==> src/rtl/mem_arbiter_pkg.sv <==
// Shared definitions for the two-master memory arbiter: FSM encoding,
// master indices and the default bus widths of the processor port.
package mem_arbiter_pkg;

    localparam int AW_DEF = 16;
    localparam int DW_DEF = 16;

    typedef logic [0:0] state_t;

    localparam logic [0:0] ST_IDLE  = 1'b0;
    localparam logic [0:0] ST_ISSUE = 1'b1;

    localparam logic M_PROC = 1'b0;
    localparam logic M_AUX  = 1'b1;

    function automatic logic other_master(input logic idx);
        return ~idx;
    endfunction

    function automatic logic [1:0] idx_onehot(input logic idx);
        return idx ? 2'b10 : 2'b01;
    endfunction

endpackage

==> src/rtl/mem_arbiter_rr_pick2.sv <==
// Combinational two-way round-robin pick; the pointer register lives in the caller.
module rr_pick2
    import mem_arbiter_pkg::*;
(
    input  logic [1:0] eligible,
    input  logic       pri,
    output logic [1:0] grant,
    output logic       win_idx
);

    always_comb begin
        grant   = 2'b00;
        win_idx = pri;
        case (eligible)
            2'b01: begin
                grant   = 2'b01;
                win_idx = M_PROC;
            end
            2'b10: begin
                grant   = 2'b10;
                win_idx = M_AUX;
            end
            2'b11: begin
                grant   = idx_onehot(pri);
                win_idx = pri;
            end
            default: begin
                grant   = 2'b00;
                win_idx = pri;
            end
        endcase
    end

endmodule

==> src/rtl/mem_arbiter.sv <==
// Round-robin arbiter sharing one synchronous RAM port between the processor
// and an auxiliary master; registered memory outputs, fixed 2-cycle read return.
module mem_arbiter
    import mem_arbiter_pkg::*;
#(
    parameter int AW = AW_DEF,
    parameter int DW = DW_DEF
) (
    input  logic          Clock,
    input  logic          Resetn,
    input  logic          m0_req,
    input  logic          m0_we,
    input  logic [AW-1:0] m0_addr,
    input  logic [DW-1:0] m0_wdata,
    output logic          m0_gnt,
    output logic          m0_rvalid,
    input  logic          m1_req,
    input  logic          m1_we,
    input  logic [AW-1:0] m1_addr,
    input  logic [DW-1:0] m1_wdata,
    output logic          m1_gnt,
    output logic          m1_rvalid,
    output logic [DW-1:0] rdata,
    output logic [AW-1:0] mem_addr,
    output logic [DW-1:0] mem_wdata,
    output logic          mem_we,
    input  logic [DW-1:0] mem_rdata
);

    state_t        state_q,     state_d;
    logic          pri_q,       pri_d;
    logic [1:0]    gnt_q,       gnt_d;
    logic [1:0]    rd_pend_q,   rd_pend_d;
    logic [1:0]    rvalid_q,    rvalid_d;
    logic [DW-1:0] rdata_q,     rdata_d;
    logic [AW-1:0] mem_addr_q,  mem_addr_d;
    logic [DW-1:0] mem_wdata_q, mem_wdata_d;
    logic          mem_we_q,    mem_we_d;

    logic [1:0]    eligible;
    logic [1:0]    pick_grant;
    logic          win_idx;
    logic          any_issue;
    logic          sel_we;
    logic [AW-1:0] sel_addr;
    logic [DW-1:0] sel_wdata;

    // A request whose grant is showing this cycle is the one just served,
    // so it must not be picked again.
    assign eligible = {m1_req & ~gnt_q[1], m0_req & ~gnt_q[0]};

    rr_pick2 u_pick (
        .eligible (eligible),
        .pri      (pri_q),
        .grant    (pick_grant),
        .win_idx  (win_idx)
    );

    always_comb begin
        any_issue = |pick_grant;
        sel_we    = (win_idx == M_AUX) ? m1_we    : m0_we;
        sel_addr  = (win_idx == M_AUX) ? m1_addr  : m0_addr;
        sel_wdata = (win_idx == M_AUX) ? m1_wdata : m0_wdata;
    end

    always_comb begin
        state_d     = any_issue ? ST_ISSUE : ST_IDLE;
        pri_d       = any_issue ? other_master(win_idx) : pri_q;
        gnt_d       = pick_grant;
        rd_pend_d   = pick_grant & {2{~sel_we}};
        mem_addr_d  = any_issue ? sel_addr  : mem_addr_q;
        mem_wdata_d = any_issue ? sel_wdata : mem_wdata_q;
        mem_we_d    = any_issue & sel_we;

        // RAM data for the access issued last cycle is valid now.
        rvalid_d = (state_q == ST_ISSUE) ? rd_pend_q : 2'b00;
        rdata_d  = (|rvalid_d) ? mem_rdata : rdata_q;
    end

    always_ff @(posedge Clock) begin
        if (!Resetn) begin
            state_q     <= ST_IDLE;
            pri_q       <= M_PROC;
            gnt_q       <= '0;
            rd_pend_q   <= '0;
            rvalid_q    <= '0;
            rdata_q     <= '0;
            mem_addr_q  <= '0;
            mem_wdata_q <= '0;
            mem_we_q    <= 1'b0;
        end else begin
            state_q     <= state_d;
            pri_q       <= pri_d;
            gnt_q       <= gnt_d;
            rd_pend_q   <= rd_pend_d;
            rvalid_q    <= rvalid_d;
            rdata_q     <= rdata_d;
            mem_addr_q  <= mem_addr_d;
            mem_wdata_q <= mem_wdata_d;
            mem_we_q    <= mem_we_d;
        end
    end

    assign m0_gnt    = gnt_q[0];
    assign m1_gnt    = gnt_q[1];
    assign m0_rvalid = rvalid_q[0];
    assign m1_rvalid = rvalid_q[1];
    assign rdata     = rdata_q;
    assign mem_addr  = mem_addr_q;
    assign mem_wdata = mem_wdata_q;
    assign mem_we    = mem_we_q;

endmodule

==> config.mk <==
export PLATFORM = sky130hd
export DESIGN_NAME = mem_arbiter
export DESIGN_NICKNAME = d
export VERILOG_FILES = /design/src/rtl/mem_arbiter_pkg.sv /design/src/rtl/mem_arbiter_rr_pick2.sv /design/src/rtl/mem_arbiter.sv
export SDC_FILE = /design/constraint.sdc
export NUM_CORES = 1
export LEC_CHECK = 0
export BUFFER_PORTS_ARGS = -buffer_cell sky130_fd_sc_hd__buf_2
export CAP_MARGIN = 10
export CORE_UTILIZATION = 45
export CTS_CLUSTER_DIAMETER = 60
export CTS_CLUSTER_SIZE = 30
export DETAILED_ROUTE_END_ITERATION = 7
export PLACE_DENSITY = 0.8
export SKIP_CTS_REPAIR_TIMING = 1
export SYNTH_ARGS = -nofsm -noshare
export SYNTH_HDL_FRONTEND = slang
export SYNTH_SLANG_ARGS = --single-unit
==> constraint.sdc <==
create_clock -name Clock -period 2.3 [get_ports Clock]
set_input_delay 0.115 -clock Clock [delete_from_list [all_inputs] [get_ports Clock]]
set_output_delay 0.115 -clock Clock [all_outputs]
set_load 0.01 [all_outputs]
-- Word-level counts from Yosys, hierarchy flattened
Cells that the tools add are included.
- register bits: 57
- input port bits: 86
- output and inout port bits: 53
- word-level logic and storage cells: 30
- equality and inequality tests: 3
- muxes and demuxes: 8
- bitwise logic cells: 8
- reduce and logical (&&, ||, !) cells: 2
- operator list (kind ; number):
    2-to-1 mux 16 bit ; 2
    case mux 2 bit (3 select lines) ; 1
    equality test 2 bit (second input constant) ; 2
    2-to-1 mux 2 bit ; 2
    inverter 1 bit ; 4
    OR reduction 2 bit ; 2
    AND 1 bit ; 3
    AND 2 bit ; 1
    equality test 2 x 1 -> 1 bit (second input constant) ; 1
    2-to-1 mux 1 bit ; 2
    case mux 1 bit (2 select lines) ; 1

-- Longest topological paths before layout
- word-level depth: 7
- gate-level depth with buffers: 8

-- Hierarchy
Synthesis repeated with hierarchy kept, for this count alone.
- cell total of the unflattened synthesis: 213
- area total of the unflattened synthesis: 2438.6 um^2
- modules (own cells, without submodules) (module ; instances ; cells an instance ; area an instance (um^2)):
    mem_arbiter ; 1 ; 204 ; 2371.0
    rr_pick2 ; 1 ; 9 ; 67.6

-- Least setup slack after synthesis
OpenSTA, ideal clock, no wires.
- kind: reg-to-reg
- start point: register gnt_q[1]
- end point: register mem_addr_q[0] (netlist: mem_addr[0])
- setup time: 121 ps
- arrival time: 1845 ps
- required time: 2179 ps
- slack: 334 ps
- cell stages (with the launch flop): 8
- buffers on the path: 1
- cell sequence: dfxtp_1 > nand2b_4 > clkinv_2 > ha_1 > mux2i_4 > buf_2 > mux2i_1 > o21ai_2
- word-level cells in the longest chain between the ends: 5
- ends and longest elaborated chain (element ; line ; RTL):
    start, declared ; mem_arbiter.sv:32 ; logic [1:0] gnt_q, gnt_d;
    start signal, assigned ; mem_arbiter.sv:94 ; gnt_q <= gnt_d;
    inverter 1 bit * ; mem_arbiter.sv:50 ; assign eligible = {m1_req & ~gnt_q[1], m0_req & ~gnt_q[0]};
    AND 1 bit * ; mem_arbiter.sv:50 ;
    equality test 2 bit / equality test 2 x 1 -> 1 bit (equally long branches) ; mem_arbiter_rr_pick2.sv:14 ; case (eligible)
    case mux 2 bit (3 select lines) / case mux 1 bit (2 select lines) (equally long branches) ; mem_arbiter_rr_pick2.sv:14 ;
    OR reduction 2 bit / 2-to-1 mux 16 bit (equally long branches) ; mem_arbiter.sv:60, mem_arbiter.sv:62 ;
    end signal, assigned ; mem_arbiter.sv:98 ; mem_addr_q <= mem_addr_d;
    end, declared ; mem_arbiter.sv:36 ; logic [AW-1:0] mem_addr_q, mem_addr_d;
Every way passes the cells marked *; elsewhere a longest branch is shown, timed or not.
A chain may end at the register's enable or synchronous reset.

-- Worst setup path in the final report
- start point: register gnt_q[1]
- end point: register mem_wdata_q[8] (netlist: mem_wdata[8])
- word-level cells in the longest chain between the ends: 5
- ends and longest elaborated chain (element ; line ; RTL):
    inverter 1 bit * ; mem_arbiter.sv:50 ;
    AND 1 bit * ; mem_arbiter.sv:50 ;
    equality test 2 bit / equality test 2 x 1 -> 1 bit (equally long branches) ; mem_arbiter_rr_pick2.sv:14 ;
    case mux 2 bit (3 select lines) / case mux 1 bit (2 select lines) (equally long branches) ; mem_arbiter_rr_pick2.sv:14 ;
    OR reduction 2 bit / 2-to-1 mux 16 bit (equally long branches) ; mem_arbiter.sv:60, mem_arbiter.sv:63 ;
    end signal, assigned ; mem_arbiter.sv:99 ; mem_wdata_q <= mem_wdata_d;
    end, declared ; mem_arbiter.sv:37 ; logic [DW-1:0] mem_wdata_q, mem_wdata_d;
Marks and branches as above.

==> results.py <==
metrics = {
    "cts": {
        "cts_inserted_buffers": 9,
        "ctsHtreeMaxLevel": 3,
        "clock_path_buffers": 2,
        "clk_slew_on_worst_s_h_paths_ns": 0.07,
        "cts_tree": "done",
        "clkLatencyLatePin_ns": 0.32,
        "cts_sinks": 57,
        "cts_root_buffer": "sky130_fd_sc_hd__clkbuf_8",
    },
    "timing": {
        "post-route-min-period_ns": 1.98,
        "final_max_slew_viol_count": 0,
        "actual_slew_at_the_worst_max_slew_pin_ns": 0.562,
        "finalHoldViolCount": 0,
        "fin_crit_sh": 0.860,
        "setup_repair_after_global_routing_missed_its_margin": "false",
        "relSlewSlack": 0.625,
        "fin_tns_setup_ns": 0,
        "fin_skew_ns": 0.00909,
        "setup_viol": 0,
        "fmax_mhz": 506,
    },
    "yosys": {
        "yosys_warnings": 0,
        "synth.cell_area_sq_um": 2570,
        "post-synth-top-count-cell": "sky130_fd_sc_hd__dfxtp_1",
        "syn-num-nets": 340,
        "synth_area_leaders": "sky130_fd_sc_hd__dfxtp_1, sky130_fd_sc_hd__mux2i_1, sky130_fd_sc_hd__o21ai_2, sky130_fd_sc_hd__o211ai_1, sky130_fd_sc_hd__nand2_1",
        "postSynthAreaPerCell_sq_um": 10.2,
        "yosysTopAreaCellShare": 0.444,
        "post_synthesis_cell_type_with_the_largest_combined_area": "sky130_fd_sc_hd__dfxtp_1",
        "unique_cell_type_count_in_the_yosys_netlist": 30,
        "asyncSetResetFlopFracSynth": 0,
        "synth_seq_area_share": 0.444,
        "synth.cells.most_frequent": "sky130_fd_sc_hd__dfxtp_1, sky130_fd_sc_hd__mux2i_1, sky130_fd_sc_hd__nand2_1, sky130_fd_sc_hd__o211ai_1, sky130_fd_sc_hd__o21ai_2",
        "post_synth_inst_count": 252,
        "ys_seq_elements": 57,
        "ys.flop_type": "sky130_fd_sc_hd__dfxtp_1",
        "synth_enable_flop_cells": 0,
    },
    "cells_and_area": {
        "regArea_sq_um": 1140,
        "drive_gt1_frac": 0.510,
        "multi_input_area_sq_um": 1290,
        "n_antenna_cell": 0,
        "net_total_in_the_final_layout": 475,
        "fillCellCount": 480,
        "area_growth_pct": 38.8,
        "final_area_sq_um": 3560,
    },
    "power_and_ir_drop": {
        "power.switching_w": 0.000714,
        "int_pwr_w": 0.00214,
        "power_leakage_nw": 1.79,
        "p_per_area_nw_per_um2": 800,
        "clock_power_share": 0.419,
        "power.share.switching": 0.251,
        "seqPwrFrac": 0.390,
        "combinational_cell_fraction_of_total_power": 0.192,
        "worst_ir_drop_vdd_uv": 400,
    },
    "worst_setup_path": {
        "critPathArrivalTime_ns": 2.17,
        "critical_path.endpoint_type": "flop",
        "required_time_at_the_endpoint_of_the_critical_path_ns": 2.49,
        "critPathLaunchType": "flop",
        "timing_worst_setup_path_type": "reg -> reg",
        "cp_slowest_cell": "sky130_fd_sc_hd__ha_1",
        "worstPathCellList": "nand2b_4 > clkinv_2 > ha_1 > mux2i_4 > buf_12 > mux2i_1 > o21ai_2",
        "critical-path-max-stage-delay_ns": 0.36,
        "cp_max_fo": 27,
    },
    "floorplanning": {
        "number_of_placed_i_o_pins": 139,
        "dieWidth_microns": 77.6,
        "initial_core_util": 0.466,
        "fp-row-count": 27,
        "floorplan.die_area_sq_um": 6010,
        "core-area_sq_um": 5510,
        "die_h_microns": 77.6,
    },
    "min_path": {
        "worst_hold_path_type": "in -> reg",
    },
    "drt": {
        "remaining_drc_errors": 0,
        "antenna_left": 0,
        "detail_route.vias_per_cell": 5.05,
        "routedWlPerCell_microns": 13.2,
        "route.final.wire_length_mm": 6.11,
        "route.vias.total": 2341,
        "initialDrtViolationCount": 74,
        "dr.pass1.iters": 7,
    },
    "run_status": {
        "result_of_the_run": "completed",
    },
    "placement": {
        "placement.io_buffers": 138,
        "gp_congestion": 0.765,
        "detailed_place.area_sq_um": 3300,
        "post-dp-hpwl_mm": 4.27,
    },
    "global_route": {
        "track_usage": 0.213,
        "number_of_global_route_vias_before_repair": 2255,
        "gr-total-overflow": 0,
        "largest_net_degree_at_the_start_of_global_routing": 54,
        "grt_first_pass_wirelength_mm": 10.1,
        "initial_antenna_violation_count": 0,
    },
    "run": {
        "max_cap_violations": 0,
    },
}
kinds of logic after synthesis:
| kind of cell | after synthesis | share of synthesized area |
|---|---|---|
| buf+inv | 25 | 0.0521 |
| flops | 57 | 0.444 |
| fa+ha+maj | 2 | 0.00974 |
| simple gates | 47 | 0.0916 |
| mux | 34 | 0.138 |
| compound gates | 87 | 0.264 |
final cells by class:
| class | instances | share of cell area |
|---|---|---|
| Sequential cell | 57 | 0.320 |
| Inverter | 4 | 0.00597 |
| Multi-Input combinational cell | 170 | 0.363 |
| Timing Repair Buffer | 145 | 0.212 |
| Tap cell | 72 | 0.0253 |
| Clock inverter | 4 | 0.0274 |
| Clock buffer | 12 | 0.0463 |
registers in the layout, summed over array words and instances (netlist names):
| name | count |
|---|---|
| gnt_q | 2 |
| mem_we | 1 |
| mem_wdata | 16 |
| state_q | 1 |
| rdata | 16 |
| mem_addr | 16 |
| rvalid_q | 2 |
| rd_pend_q | 2 |
| pri_q | 1 |
per-stage QoR:
| step | worst slack [ns] | total power [W] | cells | util | hold WS (ns) |
|---|---|---|---|---|---|
| after global routing | 0.173 | 0.00299 | 464 | 0.647 | 0.0228 |
| after detailed placement | 0.316 | 0.00169 | 448 | 0.600 | 0.366 |
| after floorplan | 0.334 | 0.00148 | 252 | - | 0.250 |
| final | 0.323 | 0.00285 | 464 | 0.647 | 0.0351 |
| after CTS | 0.303 | 0.00288 | 464 | 0.647 | 0.0177 |
| after global placement | 0.402 | 0.00167 | 448 | 0.600 | 0.356 |
critical path: cells and delay by family (launching register included):
family                   cells  cell delay [ns]
AO/OA/AOI/OAI                1             0.06
adder cells (fa/ha/maj)      1             0.36
multiplexers                 2             0.57
buffers and inverters        2             0.34
flip-flops                   1             0.32
AND/OR/NAND/NOR              1             0.15
placed cells by master (no fill, tap or decap), drive strengths merged:
| master | n |
|---|---|
| buf | 145 |
| a21boi | 16 |
| a2111oi | 1 |
| o21a | 3 |
| clkinvlp | 1 |
| nand2b | 2 |
| and3 | 3 |
| inv | 2 |
| clkbuf | 12 |
| o21ai | 34 |
| bufinv | 3 |
| clkinv | 2 |
| nor3 | 1 |
| ha | 2 |
| o31a | 1 |
| dfxtp | 57 |
| mux2i | 33 |
| o211ai | 32 |
| nor2 | 4 |
| or3b | 1 |
| mux2 | 1 |
| nor3b | 1 |
| nand2 | 32 |
| nor2b | 3 |
routing by layer:
metal / vias up / track usage / share of wire
met2: 107 / 0.369 / 0.47
met4: 0 / 0.100 / 0.011
li1: 1182 / - / -
met5: - / 0 / 0
met3: 5 / 0.0565 / 0.075
met1: 1047 / 0.242 / 0.45
power groups by stage:
stage / Combinational [W] / Sequential [W] / Clock (W)
after floorplan: 0.000313 / 0.00117 / 0
after global placement: 0.000541 / 0.00113 / 0
after detailed placement: 0.000552 / 0.00113 / 0
after CTS: 0.000553 / 0.00111 / 0.00122
after global routing: 0.000593 / 0.00112 / 0.00128
final: 0.000546 / 0.00111 / 0.00119
path summary, 6_finish.rpt:
check	startpoint	slack, ns	endpoint	depth (start not counted)
max	gnt_q[1]$_SDFF_PN0_	0.32	mem_wdata[8]$_SDFFE_PN0P_	7
min	mem_rdata[13]	0.04	rdata[13]$_SDFFE_PN0P_	3
min reg2reg	rdata[5]$_SDFFE_PN0P_	0.45	rdata[5]$_SDFFE_PN0P_	2
max reg2reg	gnt_q[1]$_SDFF_PN0_	0.32	mem_wdata[8]$_SDFFE_PN0P_	7
No activity file was read; power rests on OpenSTA's default activity.
